**config.mk**
```make
export PLATFORM = sky130hd
export DESIGN_NAME = xor_seq_arbiter_flat
export DESIGN_NICKNAME = d
export VERILOG_FILES = /design/src/rtl/xor_seq_arbiter_pkg.sv /design/src/rtl/xor_seq_arbiter_if.sv /design/src/rtl/xor_seq_arbiter_cell.sv /design/src/rtl/xor_seq_arbiter.sv /design/src/flat_wrapper.sv
export SDC_FILE = /design/constraint.sdc
export NUM_CORES = 1
export LEC_CHECK = 0
export CAP_MARGIN = 25
export CORE_MARGIN = 5
export CORE_UTILIZATION = 58
export CTS_BUF_LIST = sky130_fd_sc_hd__clkbuf_8
export DETAILED_ROUTE_END_ITERATION = 6
export HOLD_SLACK_MARGIN = 0.08
export PLACE_DENSITY = 0.95
export SETUP_SLACK_MARGIN = 0.5
export SYNTH_ARGS = -nofsm -noshare
export SYNTH_HDL_FRONTEND = slang
export SYNTH_SLANG_ARGS = --single-unit
```
**constraint.sdc**
```tcl
create_clock -name clk -period 3.7 [get_ports clk]
set_clock_uncertainty 0.15 [all_clocks]
set_input_delay 0.74 -clock clk [delete_from_list [all_inputs] [get_ports clk]]
set_output_delay 0.74 -clock clk [all_outputs]
set_load 0.01 [all_outputs]
```
**src/rtl/xor_seq_arbiter_pkg.sv**
```systemverilog
// Shared types and constants for the serial XOR sequencer/arbiter.
package xor_seq_pkg;

  localparam int DEFAULT_WIDTH = 8;

  typedef enum logic [1:0] {
    ST_IDLE  = 2'd0,
    ST_SHIFT = 2'd1,
    ST_DONE  = 2'd2
  } state_t;

  // Ceiling log2 with a floor of 1 so a WIDTH=1 counter still has one bit.
  function automatic int clog2(input int value);
    int r;
    r = 1;
    for (int i = 1; i < 32; i++) begin
      if ((1 << i) < value) r = i + 1;
    end
    return r;
  endfunction

endpackage

```
**src/rtl/xor_seq_arbiter_if.sv**
```systemverilog
// Request/result bundle for xor_seq_arbiter.
// Optional macro XOR_SEQ_PARITY_EN adds the parity output.
//
// Handshake rule for every channel here: a transfer happens on a rising
// clk edge where valid and ready are both high. valid never depends on
// ready; ready may depend combinationally on valid. Once raised, res_valid
// and its payload hold until the transfer.
interface xor_seq_arbiter_if
  import xor_seq_pkg::*;
#(
  parameter int WIDTH = DEFAULT_WIDTH
);
  logic             req0_valid;
  logic             req0_ready;
  logic [WIDTH-1:0] req0_a;
  logic [WIDTH-1:0] req0_b;
  logic             req1_valid;
  logic             req1_ready;
  logic [WIDTH-1:0] req1_a;
  logic [WIDTH-1:0] req1_b;
  logic             res_valid;
  logic             res_ready;
  logic [WIDTH-1:0] res_data;
  logic             res_id;
  logic             busy;
`ifdef XOR_SEQ_PARITY_EN
  logic             parity;
`endif

  // Producer/consumer side.
  modport master (
    output req0_valid, req0_a, req0_b,
    output req1_valid, req1_a, req1_b,
    output res_ready,
    input  req0_ready, req1_ready,
    input  res_valid, res_data, res_id,
    input  busy
`ifdef XOR_SEQ_PARITY_EN
    , input parity
`endif
  );

  // Sequencer side.
  modport slave (
    input  req0_valid, req0_a, req0_b,
    input  req1_valid, req1_a, req1_b,
    input  res_ready,
    output req0_ready, req1_ready,
    output res_valid, res_data, res_id,
    output busy
`ifdef XOR_SEQ_PARITY_EN
    , output parity
`endif
  );

endinterface

```
**src/rtl/xor_seq_arbiter_cell.sv**
```systemverilog
// The single shared 1-bit XOR datapath element.
module xor_bit_cell (
  output logic s,
  input  logic a,
  input  logic b
);

  xor u_xor (s, a, b);

endmodule

```
**src/rtl/xor_seq_arbiter.sv**
```systemverilog
// Round-robin arbiter feeding one shared XOR cell, LSB first, over WIDTH
// cycles. Optional macro XOR_SEQ_PARITY_EN adds a result parity output.
module xor_seq_arbiter
  import xor_seq_pkg::*;
#(
  parameter int WIDTH = DEFAULT_WIDTH
) (
  input  logic               clk,
  input  logic               rst,
  xor_seq_arbiter_if.slave   bus,
  output state_t             dbg_state
);

  localparam int CNT_W = clog2(WIDTH);
  localparam logic [CNT_W-1:0] LAST_BIT = CNT_W'(WIDTH - 1);

  state_t           state_q, state_d;
  logic             rr_ptr_q;
  logic [CNT_W-1:0] cnt_q;
  logic [WIDTH-1:0] a_q, b_q, res_q;
  logic             id_q;
  logic             xor_s;
  logic             grant0, grant1, accept;
  logic             rdy0, rdy1, res_vld;
`ifdef XOR_SEQ_PARITY_EN
  logic             par_q;
`endif

  // A lone requester wins regardless of the pointer; ties go to rr_ptr.
  always_comb begin
    grant0 = bus.req0_valid & (~bus.req1_valid | ~rr_ptr_q);
    grant1 = bus.req1_valid & (~bus.req0_valid |  rr_ptr_q);
  end

  // State register.
  always_ff @(posedge clk) begin
    if (rst) state_q <= ST_IDLE;
    else     state_q <= state_d;
  end

  // Next state and handshake outputs.
  always_comb begin
    state_d = state_q;
    rdy0    = 1'b0;
    rdy1    = 1'b0;
    res_vld = 1'b0;
    case (state_q)
      ST_IDLE: begin
        rdy0 = grant0;
        rdy1 = grant1;
        if (grant0 | grant1) state_d = ST_SHIFT;
      end
      ST_SHIFT: begin
        if (cnt_q == LAST_BIT) state_d = ST_DONE;
      end
      ST_DONE: begin
        res_vld = 1'b1;
        if (bus.res_ready) state_d = ST_IDLE;
      end
      default: state_d = ST_IDLE;
    endcase
  end

  assign accept = rdy0 | rdy1;

  // Bit 0 of the shifting operand registers is always the bit being processed.
  xor_bit_cell u_cell (
    .s (xor_s),
    .a (a_q[0]),
    .b (b_q[0])
  );

  // Operand capture, serial shifting, and pointer update on result handoff.
  always_ff @(posedge clk) begin
    if (rst) begin
      rr_ptr_q <= 1'b0;
      cnt_q    <= '0;
      a_q      <= '0;
      b_q      <= '0;
      res_q    <= '0;
      id_q     <= 1'b0;
`ifdef XOR_SEQ_PARITY_EN
      par_q    <= 1'b0;
`endif
    end else begin
      if (accept) begin
        a_q   <= rdy0 ? bus.req0_a : bus.req1_a;
        b_q   <= rdy0 ? bus.req0_b : bus.req1_b;
        id_q  <= rdy1;
        res_q <= '0;
        cnt_q <= '0;
`ifdef XOR_SEQ_PARITY_EN
        par_q <= 1'b0;
`endif
      end else if (state_q == ST_SHIFT) begin
        a_q   <= a_q >> 1;
        b_q   <= b_q >> 1;
        // New bit enters at the MSB; after WIDTH shifts bit i sits at i.
        res_q <= (res_q >> 1) | (WIDTH'(xor_s) << (WIDTH - 1));
        cnt_q <= cnt_q + CNT_W'(1);
`ifdef XOR_SEQ_PARITY_EN
        par_q <= par_q ^ xor_s;
`endif
      end
      if (res_vld & bus.res_ready) rr_ptr_q <= ~id_q;
    end
  end

  assign bus.req0_ready = rdy0;
  assign bus.req1_ready = rdy1;
  assign bus.res_valid  = res_vld;
  assign bus.res_data   = res_vld ? res_q : '0;
  assign bus.res_id     = res_vld & id_q;
  assign bus.busy       = (state_q != ST_IDLE);
`ifdef XOR_SEQ_PARITY_EN
  assign bus.parity     = res_vld & par_q;
`endif
  assign dbg_state      = state_q;

endmodule

```
**src/flat_wrapper.sv**
```systemverilog
// flat-port wrapper written by rule: the top's interface ports become plain ports
module xor_seq_arbiter_flat import xor_seq_pkg::*;
#(
  parameter int WIDTH = DEFAULT_WIDTH
)
  (clk, rst, dbg_state, bus_req0_valid, bus_req0_a, bus_req0_b, bus_req1_valid, bus_req1_a, bus_req1_b, bus_res_ready, bus_req0_ready, bus_req1_ready, bus_res_valid, bus_res_data, bus_res_id, bus_busy);
  xor_seq_arbiter_if #(.WIDTH(WIDTH)) bus_i ();
  input  logic clk;
  input  logic rst;
  output state_t dbg_state;
  input wire logic [$bits(bus_i.req0_valid)-1:0] bus_req0_valid;
  input wire logic [$bits(bus_i.req0_a)-1:0] bus_req0_a;
  input wire logic [$bits(bus_i.req0_b)-1:0] bus_req0_b;
  input wire logic [$bits(bus_i.req1_valid)-1:0] bus_req1_valid;
  input wire logic [$bits(bus_i.req1_a)-1:0] bus_req1_a;
  input wire logic [$bits(bus_i.req1_b)-1:0] bus_req1_b;
  input wire logic [$bits(bus_i.res_ready)-1:0] bus_res_ready;
  output wire logic [$bits(bus_i.req0_ready)-1:0] bus_req0_ready;
  output wire logic [$bits(bus_i.req1_ready)-1:0] bus_req1_ready;
  output wire logic [$bits(bus_i.res_valid)-1:0] bus_res_valid;
  output wire logic [$bits(bus_i.res_data)-1:0] bus_res_data;
  output wire logic [$bits(bus_i.res_id)-1:0] bus_res_id;
  output wire logic [$bits(bus_i.busy)-1:0] bus_busy;
  assign bus_i.req0_valid = bus_req0_valid;
  assign bus_i.req0_a = bus_req0_a;
  assign bus_i.req0_b = bus_req0_b;
  assign bus_i.req1_valid = bus_req1_valid;
  assign bus_i.req1_a = bus_req1_a;
  assign bus_i.req1_b = bus_req1_b;
  assign bus_i.res_ready = bus_res_ready;
  assign bus_req0_ready = bus_i.req0_ready;
  assign bus_req1_ready = bus_i.req1_ready;
  assign bus_res_valid = bus_i.res_valid;
  assign bus_res_data = bus_i.res_data;
  assign bus_res_id = bus_i.res_id;
  assign bus_busy = bus_i.busy;
  xor_seq_arbiter #(.WIDTH(WIDTH)) u_core (.clk(clk), .rst(rst), .bus(bus_i), .dbg_state(dbg_state));
endmodule
```
* Yosys cells after proc, flatten, opt, wreduce, memory -nomap -nowiden
Index checks and enable logic that the tools add are counted.
** Word-level totals
- Word-level logic and storage cells :: 47
- Output and inout port bits :: 15
- Register bits :: 60
- Input port bits :: 37
** Cells by class
- Equality and inequality tests :: 6
- Multiplexer cells :: 14
- Bitwise operators :: 14
- Reductions and logical operators :: 5
- Add/subtract/negate cells :: 1
** Operators by type and width (count)
- $mux 8 :: 7
- $add 32x1->32 const B :: 1
- $eq 32x3->1 const B :: 1
- $or 7x8->8 :: 1
- $mux 2 :: 3
- $pmux 2 s3 :: 1
- $and 1x1->1 :: 4
- $ne 2x1->1 const B :: 2
- $not 1->1 :: 4
- $or 1x1->1 :: 4
- $reduce_bool 2->1 :: 2
- $mux 1 :: 3
- $reduce_and 3->1 :: 1
- $eq 2x1->1 const B :: 1
- $eq 2x2->1 const B :: 1
- $logic_not 2->1 :: 1
- $ne 2x2->1 const B :: 1
- $reduce_or 2->1 :: 1
- $xor 1x1->1 :: 1

* Depth between registers and ports, before layout
- Word-level depth :: 6
- Mapped depth :: 7
- Mapped depth without buffers :: 5

* Hierarchy
A second synthesis with hierarchy kept.
** Second synthesis, totals
- Cells, all modules :: 349
- Area total of the unflattened synthesis :: 2882.8 um2
** Modules (own cells, without submodules)
- xor_seq_arbiter :: sequential area each 1201.2 um2, cells an instance 348, instances 1, area an instance 2874.0 um2
- xor_bit_cell :: sequential area each 0.0 um2, cells an instance 1, instances 1, area an instance 8.8 um2

* Worst setup path after synthesis
Ideal clock, no wire load.
- Path kind :: input to output
- Start :: input port bus_req0_valid
- End :: output port bus_req0_ready
- Arrival time :: 1676 ps
- Stages :: 4
- Setup slack :: 1134 ps
- Path buffers :: 2
- Data required time :: 2810 ps
- Cell sequence :: a21bo_2 -> clkbuf_1 -> nor3_2 -> buf_2
** On the way
- Cells in the longest elaborated chain, start to end :: 2
** Ends and longest elaborated chain
- from (decl) :: line flat_wrapper.sv:11 : input wire logic [$bits(bus_i.req0_valid)-1:0] bus_req0_valid;
- $and 1x1->1 :: line xor_seq_arbiter.sv:31 : grant0 = bus.req0_valid & (~bus.req1_valid | ~rr_ptr_q);
- $mux 1 :: line xor_seq_arbiter.sv:47 : case (state_q)
- to (decl) :: line flat_wrapper.sv:18 : output wire logic [$bits(bus_i.req0_ready)-1:0] bus_req0_ready;
Every way passes these cells.

* Final worst setup path
Ends and elaborated chain as after synthesis.

==> results.md <==
- Seq/Total Area, Yosys: 0.419
- Post-CTS Setup Bufs: 0
- Via Count: 2868
- First-pass GRT wire length: roughly 12 mm
- Reg2Reg Setup Slack: around 1.3 ns
- Largest family of logic cells by synthesized area: simple AND/OR/NAND/NOR gates
- Area growth, synth to finish: 25.3%
- P per Cell Area: 408 mW/mm^2
- # rows: 25
- Min-Delay Path Class: reg2reg
- Minimum clock period after layout: approximately 3.1 ns
- Clock share of power: 0.426
- Adder-cell share of the synthesized area: 0.00436
- Initial antenna violation count: 0
- Largest net degree at the start of global routing: 26
- Commonest non-fill, non-tap cells in the layout: dfxtp_1, clkdlybuf4s50_1, nor2_1
- WP buf/inv: 2
- Core Region: roughly 0.0048 sq mm
- Avg Inst Size Synth: ~8.2 sq um
- Library cells used by synthesis: just over 40
- Syn nets: 387
- Die height: 80.3 microns
- DP Wirelength: between 4 and 5 mm
- Full die area: 0.00645 sq mm
- F_max: ~330 MHz
- Pint: ~1.1 mW
- Slew headroom: 0.426
- Hold-fix buffers, CTS: 0
- Most used DFF post-synth: dfxtp_1
- Fin. max-slew vios: 0
- Most used cell, CP: clkdlybuf4s50_1
- Max Cap Viol: 0
- Final worst slack: roughly 0.64 ns
- Outcome: completed
- Clock latency on the worst-skew pair: between 0.3 and 0.4 ns
- RSZ-0062 raised after global routing: no
- Yosys reg bits: 60
- CP max stage cell: clkdlybuf4s50_1
- Peak supply drop: approximately 0.00029 V
- Compound-Gate Fraction of Synth Area: 0.205
- Gr usage total: 0.248
- Sequential fraction of design power: 0.468
- Crit end category: output pin
- CTS root buf: clkbuf_8
- Final period util: 0.827
- Htree depth: 3
- Final core utilization: 0.756
- Worst-path maximum fanout: 3
- PortBufs: 51
- Layout cells sized above 1: 0.0636
- TritonRoute pass-1 iters: 5
- Post-Place Worst Slack: 0.635 ns
- Most common cell after layout, fill and taps aside: dfxtp_1
- CP Data Arrival Time: roughly 2.2 ns
- Vias in the first global route: roughly 2.7k
- XOR/XNOR Fraction of Synth Area: 0.0336
- Final hold vios: 0
- Number of diodes: 0
- CTS tree: built
- Sink Count: 60
- Antenna Violating Nets Remaining: 0
- Residual DRC count: 0
- TritonCTS buffer count: 9
- Io pins: 52
- Die width: between 80 and 90 microns
- Post-Route WL: around 7.4 mm
- Maximum clock path buffer count: 2
- Post-synth EDFFs: 0
- Synth async-reset ratio: 0
- Final setup violation count: 0
- Combinational Power Share: 0.106
- Crit path launch type: input port
- 1st-iter DRT viols: between 150 and 200
- Tightest Pin Transition: 0.862 ns
- Register area: about 0.0012 sq mm
- Post-cts resize count: 0
- Setup TNS: 0 ns
- Worst setup path class: in2out
- Sw Pwr: roughly 0.35 mW
- Ys Warns: 0
- Synthesized instance count: around 350
- Layout fillers: 340
- DR vias/cell: between 6 and 7
- Largest stage delay on the critical path: around 0.56 ns
- Drt wl/cell: roughly 16 microns
- Netlist Area Pre-Place: around 0.0029 sq mm
- Worst EP required: 2.81 ns
- Fin Hold WS: 0.312 ns
- Final net count: ~430
- Crit-path cells: clkdlybuf4s50_1, a21bo_2, nor3_2, clkdlybuf4s50_1
- Leak: about 1.2 nW
- Initial Util: 0.603
- RD Place Congestion: between 0.8 and 0.9
- Synth Area in Simple Gates: 0.287
- Area of the multi-input gates: 0.00153 sq mm
- Reg clk slew, reported paths: approximately 0.06 ns
- GRT Residual Overflow: 0
- Post-synthesis mux area share: 0.00349
- Delay-heaviest family, CP: buffers and inverters
- Sw Share: 0.235
-- registers in the layout (all words and copies together), names as in the netlist --
register and flops:
u_core.a_q 8, u_core.id_q 1, u_core.dbg_state 2, u_core.b_q 8, u_core.cnt_q 32, u_core.res_q 8
u_core.rr_ptr_q 1
-- layer usage --
metal | vias to the layer above | track usage | wire (microns) | part of all wire
met3 | 21 | 0.0740 | 525 | 0.071
met5 | - | 0 | 0 | 0
met1 | 1356 | 0.279 | 2940 | 0.40
met4 | 0 | 0.125 | 160 | 0.022
met2 | 118 | 0.422 | 3730 | 0.51
li1 | 1373 | - | - | -
-- stage by stage --
step | instance area, sq um | std cells | power (mW)
2_1_floorplan | 2870 | 349 | 0.780
3_3_place_gp | 3390 | 446 | 0.844
3_5_place_dp | 3390 | 446 | 0.850
4_1_cts | 3600 | 460 | 1.46
5_1_grt | 3600 | 460 | 1.52
6_report | 3600 | 460 | 1.47
-- power groups by stage --
stage	Sequential (mW)	Clock [mW]	Combinational [mW]
floorplan	0.695	0	0.0847
global route	0.688	0.664	0.169
finish	0.686	0.625	0.156
detailed placement	0.699	0	0.151
CTS	0.686	0.626	0.154
global placement	0.698	0	0.147
-- cell type report --
type | count | area share
multi-input combinational | 256 | 0.425
clock buffer | 13 | 0.0498
timing repair buffer | 56 | 0.152
clock inverter | 1 | 0.00835
sequential | 60 | 0.334
inverter | 7 | 0.00731
tap | 67 | 0.0233
-- path summary, 6_finish.rpt --
kind	start	to	depth (start not counted)
worst max-delay path	bus_req0_valid	bus_req0_ready	4
worst min-delay path	u_core.res_q[0]	u_core.res_q[0]	2
worst max register to register	u_core.dbg_state[0]	u_core.cnt_q[29]	4
worst min register to register	u_core.res_q[0]	u_core.res_q[0]	2
-- tightest hold or removal path: cells and delay by family (launching register included) --
| family | cells | cell delay (ns) |
|---|---|---|
| AND/OR/NAND/NOR | 1 | 0.05 |
| AO/OA/AOI/OAI | 1 | 0.05 |
| flip-flops | 1 | 0.31 |
-- cell families after synthesis --
kind of cell    after synthesis
compound gates               91
xor+xnor                     11
fa+ha+maj                     1
buf+inv                      33
flops                        60
mux                           1
simple gates                152
-- cell usage after synthesis, types with 2 or more instances --
cell type,number,share of area
or3_1,7,0.015
dfxtp_1,60,0.42
a21oi_1,34,0.059
nand2b_1,4,0.0087
and2_1,10,0.022
a2111oi_0,14,0.043
xor2_1,3,0.0092
xnor2_1,8,0.024
o21a_1,2,0.0052
or4_1,15,0.039
and3_1,2,0.0044
clkbuf_1,21,0.027
o31ai_1,14,0.037
nand3_1,9,0.016
nor2_1,41,0.054
o21ai_0,7,0.012
nor4b_1,2,0.0061
and4_1,3,0.0092
inv_1,7,0.0092
nor4_1,5,0.011
buf_1,2,0.0026
nor3_1,6,0.010
o221ai_1,2,0.0061
nand4_1,11,0.024
or4_4,2,0.0078
buf_6,2,0.0078
nand2_1,29,0.038
o22ai_1,14,0.031
No activity file was read; power rests on OpenSTA's default activity.
